===== config.mk =====
export PLATFORM = sky130hd
export DESIGN_NAME = rotator_seq_flat
export DESIGN_NICKNAME = d
export VERILOG_FILES = /design/src/rtl/rotator_seq_pkg.sv /design/src/rtl/rotator_seq_if.sv /design/src/rtl/rotator_seq_rot1.sv /design/src/rtl/rotator_seq.sv /design/src/flat_wrapper.sv
export SDC_FILE = /design/constraint.sdc
export NUM_CORES = 1
export LEC_CHECK = 0
export CORE_ASPECT_RATIO = 1.25
export CORE_MARGIN = 1
export CORE_UTILIZATION = 48
export DETAILED_ROUTE_END_ITERATION = 10
export HOLD_SLACK_MARGIN = 0.06
export MAX_ROUTING_LAYER = met4
export PLACE_DENSITY_LB_ADDON = 0.3
export REMOVE_ABC_BUFFERS = 1
export SLEW_MARGIN = 5
export SYNTH_ARGS = -nofsm -noshare
export SYNTH_HDL_FRONTEND = slang
export SYNTH_SLANG_ARGS = --single-unit

===== constraint.sdc =====
create_clock -name clk -period 1.9 [get_ports clk]
set_input_delay 0.475 -clock clk [delete_from_list [all_inputs] [get_ports clk]]
set_output_delay 0.475 -clock clk [all_outputs]
set_load 0.01 [all_outputs]

===== src/rtl/rotator_seq_pkg.sv =====
// Shared definitions for the sequential rotator: FSM state encoding and
// rotate-direction constants.
package rotator_seq_pkg;

  typedef enum logic [1:0] {
    IDLE = 2'b00,
    RUN  = 2'b01,
    FIN  = 2'b10
  } state_t;

  localparam logic ROL = 1'b0;
  localparam logic ROR = 1'b1;

endpackage


===== src/rtl/rotator_seq_if.sv =====
// Request/result bundle between a requester (master) and the rotator (slave).
interface rotator_seq_if #(
  parameter int WIDTH = 16,
  parameter int AMT_W = 4
);
  logic             Start;
  logic             Dir;
  logic [WIDTH-1:0] A;
  logic [AMT_W-1:0] Imm;
  logic [WIDTH-1:0] Result;
  logic             Busy;
  logic             Done;

  modport master (output Start, Dir, A, Imm, input Result, Busy, Done);
  modport slave  (input Start, Dir, A, Imm, output Result, Busy, Done);
endinterface


===== src/rtl/rotator_seq_rot1.sv =====
// Combinational single-position rotator: ROL wraps the MSB into bit 0,
// ROR wraps bit 0 into the MSB.
module rot1
  import rotator_seq_pkg::*;
#(
  parameter int WIDTH = 16
) (
  input  logic [WIDTH-1:0] value,
  input  logic             dir,
  output logic [WIDTH-1:0] rotated
);

  assign rotated = (dir == ROR) ? {value[0], value[WIDTH-1:1]}
                                : {value[WIDTH-2:0], value[WIDTH-1]};

endmodule


===== src/rtl/rotator_seq.sv =====
// Sequential rotator: rotates A by Imm positions, one bit per cycle, using a
// single-step rotator and a down-counter. Done pulses in the FIN state.
module rotator_seq
  import rotator_seq_pkg::*;
#(
  parameter int WIDTH = 16,
  parameter int AMT_W = 4
) (
  input  logic          clk,
  input  logic          rst_n,
  rotator_seq_if.slave  bus
);

  state_t             state_q, state_d;
  logic [WIDTH-1:0]   result_q, result_d;
  logic [AMT_W-1:0]   cnt_q, cnt_d;
  logic               dir_q, dir_d;
  logic [WIDTH-1:0]   rot_value;

  rot1 #(.WIDTH(WIDTH)) u_rot1 (
    .value   (result_q),
    .dir     (dir_q),
    .rotated (rot_value)
  );

  always_comb begin
    state_d  = state_q;
    result_d = result_q;
    cnt_d    = cnt_q;
    dir_d    = dir_q;
    case (state_q)
      IDLE, FIN: begin
        // FIN accepts a new request so back-to-back operations lose no cycle
        if (bus.Start) begin
          result_d = bus.A;
          cnt_d    = bus.Imm;
          dir_d    = bus.Dir;
          state_d  = (bus.Imm != '0) ? RUN : FIN;
        end else begin
          state_d = IDLE;
        end
      end
      RUN: begin
        result_d = rot_value;
        cnt_d    = cnt_q - AMT_W'(1);
        if (cnt_q == AMT_W'(1)) begin
          state_d = FIN;
        end
      end
      default: state_d = IDLE;
    endcase
  end

  always_ff @(posedge clk) begin
    if (!rst_n) begin
      state_q  <= IDLE;
      result_q <= '0;
      cnt_q    <= '0;
      dir_q    <= ROL;
    end else begin
      state_q  <= state_d;
      result_q <= result_d;
      cnt_q    <= cnt_d;
      dir_q    <= dir_d;
    end
  end

  assign bus.Result = result_q;
  assign bus.Busy   = (state_q == RUN);
  assign bus.Done   = (state_q == FIN);

endmodule


===== src/flat_wrapper.sv =====
// flat-port wrapper written by rule: the top's interface ports become plain ports
module rotator_seq_flat import rotator_seq_pkg::*;
#(
  parameter int WIDTH = 16,
  parameter int AMT_W = 4
)
  (clk, rst_n, bus_Start, bus_Dir, bus_A, bus_Imm, bus_Result, bus_Busy, bus_Done);
  rotator_seq_if #(.WIDTH(WIDTH), .AMT_W(AMT_W)) bus_i ();
  input  logic clk;
  input  logic rst_n;
  input wire logic [$bits(bus_i.Start)-1:0] bus_Start;
  input wire logic [$bits(bus_i.Dir)-1:0] bus_Dir;
  input wire logic [$bits(bus_i.A)-1:0] bus_A;
  input wire logic [$bits(bus_i.Imm)-1:0] bus_Imm;
  output wire logic [$bits(bus_i.Result)-1:0] bus_Result;
  output wire logic [$bits(bus_i.Busy)-1:0] bus_Busy;
  output wire logic [$bits(bus_i.Done)-1:0] bus_Done;
  assign bus_i.Start = bus_Start;
  assign bus_i.Dir = bus_Dir;
  assign bus_i.A = bus_A;
  assign bus_i.Imm = bus_Imm;
  assign bus_Result = bus_i.Result;
  assign bus_Busy = bus_i.Busy;
  assign bus_Done = bus_i.Done;
  rotator_seq #(.WIDTH(WIDTH), .AMT_W(AMT_W)) u_core (.clk(clk), .rst_n(rst_n), .bus(bus_i));
endmodule

==> qor.yml <==
run_status:
  status: "complete, no violations"
timing:
  fin_crit_ns: 1.84
  finalClockSkew_ns: 0.00732
  maxSlewViolCount: 0
  setup-violations-final: 0
  worst_slew_pin_slew_ns: 0.352
  fmax_mhz: 543
  setup_tns_ns: 0
  finalHoldViolCount: 0
  fin_crit_sh_pct: 96.8
  layout_setup_ws_ns: 0.0599
  rsz0062_at_grt: "false"
  slew_headroom_pct: 76.3
global_route:
  grt_max_degree: 41
  grt_usage_pct: 23.8
  antenna_found_initial: 0
  grt_pass1_vias: 1183
  grt_pass1_wl_um: 4750
  grt-ovfl-total: 0
floorplan:
  die_y_um: 58.1
  core_um2: 2280
  start_util_pct: 53.0
  rows: 19
  die_w_um: 46.9
  ioPinCount: 42
  die_area_um2: 2720
synth:
  ys_types: 24
  yosys.cell_count.top_type: "nand2_1"
  synth_cells: 150
  synthArstFlopShare_pct: 0
  yosys_warnings: 0
  synth_edf_count: 0
  ys_seq_area_share_pct: 38.1
  avgSynthCellArea_um2: 8.06
  synthTopCellsByArea: "dfxtp_1 38%, mux2_2 15%, nand2_1 11%, a31oi_1 9.3%, o21ai_0 5.8%"
  syn_area_um2: 1210
  synth-seq-cells: 23
  synth-adder-area-share_pct: 2.07
  synth_top_family_by_area: "compound AO/OA/AOI/OAI gates"
  synth_top_area_share_pct: 38.1
  synth_compound_area_share_pct: 21.3
  synth_commonest_cells: "35 x nand2_1, 23 x dfxtp_1, 18 x a31oi_1, 16 x mux2_2, 14 x o21ai_0"
  synthSimpleGateAreaFrac_pct: 17.3
  ys.flop_type: "dfxtp_1"
  synth_xor_area_share_pct: 0
  synth.area.mux_share_pct: 14.9
  synth_top_cell_by_area: "dfxtp_1"
worst_setup_path:
  reg2reg_to: "u_core.cnt_q[3]"
  end_kind: "output port"
  rr_startpoint: "u_core.state_q[1]"
  cp.arrival_ns: 1.37
  r2r_slack_ns: 0.57
  crit_type: "reg2out"
  cp_max_fo: 2
  worstSetupStartpointType: "flop"
  cp.required_ns: 1.42
  r2r_cells: 4
clock_network:
  cts_buffers: 3
  cts.clk_slew.worst_paths_ns: 0.13
  cts.sinks: 23
  cts_tree: "done"
  ctsHoldBuffers: 0
  clk-insertion-delay-late_ns: 0.31
  clockBufferDepth: 2
  root_buffer: "clkbuf_4"
  htreeDepth: 1
  cts_resized: 1
  cts_setup_buffers: 0
place:
  dp_hpwl_um: 2080
  dpl_cell_area_um2: 1650
  place_ws_ns: 0.180
  portBuffers: 41
  routabilityCongestion: 0.819
  place_inst: 217
drt:
  dr.pass1.iters: 4
  wl_per_cell_um: 13.5
  vias: 1224
  drtAntennaViolNets: 0
  drc: 0
  dr.first_iter.drc_count: 17
  vias_per_cell: 5.54
  drt_wl_total_um: 2980
cells_and_area:
  nets: 217
  drive_above_1_share_pct: 13.7
  antennaDiodeCount: 0
  fin_cells: 221
  fin_area_um2: 1670
  area_growth_pct: 38.3
min_path:
  holdPathStages: 2
  worstHoldPathType: "reg2reg"
  hold_path_end: "u_core.cnt_q[0]"
  min_from: "u_core.cnt_q[0]"
pwr:
  leakage_nw: 0.645
  fin_total_pwr_mw: 1.22
  ir_worst_vdd_mv: 0.575
  powerDensity_nw_per_um2: 730
run:
  maxCapViolations: 0
==> through the flow <==
step | hold WS (ns) | utilization [%]
after floorplan | 0.456 | -
after global placement | 0.475 | 72.1
after detailed placement | 0.483 | 72.1
after CTS | 0.501 | 73.2
after global routing | 0.526 | 73.2
final | 0.506 | 73.2
==> state kept, by name, summed over array words and instances, names as in the netlist <==
name	cells
u_core.bus.Result	16
u_core.cnt_q	4
u_core.state_q	2
u_core.dir_q	1
==> cells by family after synthesis <==
logic type / count (synthesis)
compound gates: 44
fa+ha+maj: 2
buf+inv: 16
flops: 23
mux: 16
simple gates: 49
==> cell type report <==
class,instances,area (um^2)
multi-input cells,111,672
fillers,198,611
flip-flops and latches,23,460
repair buffers,47,454
well taps,31,38.8
clock buffers,3,22.5
inverters,5,18.8
clock inverters,1,5.00
==> placed cells by master, fill, tap and decap left out <==
cell | synthesis | final
clkdlybuf4s50_1 | 0 | 40
nand2_1 | 35 | 35
dfxtp_1 | 23 | 23
a31oi_1 | 18 | 18
mux2_2 | 16 | 16
o21ai_0 | 14 | 14
buf_4 | 0 | 6
inv_1 | 5 | 5
a21oi_1 | 5 | 5
or3_1 | 3 | 3
nand3_1 | 3 | 3
clkbuf_4 | 0 | 3
nand2b_1 | 2 | 2
nor2b_1 | 2 | 2
o21ai_1 | 2 | 2
nor2_1 | 2 | 2
ha_1 | 2 | 2
a32oi_1 | 1 | 1
nor4_1 | 1 | 1
nor3_1 | 1 | 1
o21a_1 | 1 | 1
a22oi_1 | 1 | 1
o211ai_1 | 1 | 1
a2bb2oi_1 | 1 | 1
clkinv_2 | 0 | 1
dlygate4sd2_1 | 0 | 1
==> where the power goes <==
part	switching, mW	leakage [nW]	internal (mW)
Sequential	0.0539	0.190	0.539
Combinational	0.173	0.437	0.222
Clock	0.153	0.0177	0.0787
Total	0.380	0.645	0.839
==> worst max-delay path, cell delays in order (launching register included) <==
cell             delay [ns]
dfxtp_1                0.36
nor2b_1                0.15
clkdlybuf4s50_1        0.55
==> per-layer routing <==
metal  vias up  track usage, %  part of all wire [%]
met5         -               -                     0
met4         0            6.53                   1.1
met3         4            3.43                   4.4
met2        40            43.1                    53
met1       569            25.9                    42
li1        611               -                     -
==> how the worst max path moves through the flow <==
stage	startpoint	slack, ns	endpoint
floorplan	u_core.state_q[1]	0.20	bus_Busy
global route	u_core.state_q[0]	0.02	bus_Done
finish	u_core.state_q[1]	0.06	bus_Done
global placement	bus_Start	0.26	u_core.state_q[1]
detailed placement	bus_Start	0.18	u_core.state_q[1]
CTS	u_core.state_q[1]	0.04	bus_Done
Note: power is estimated with default switching activity, not from simulation.
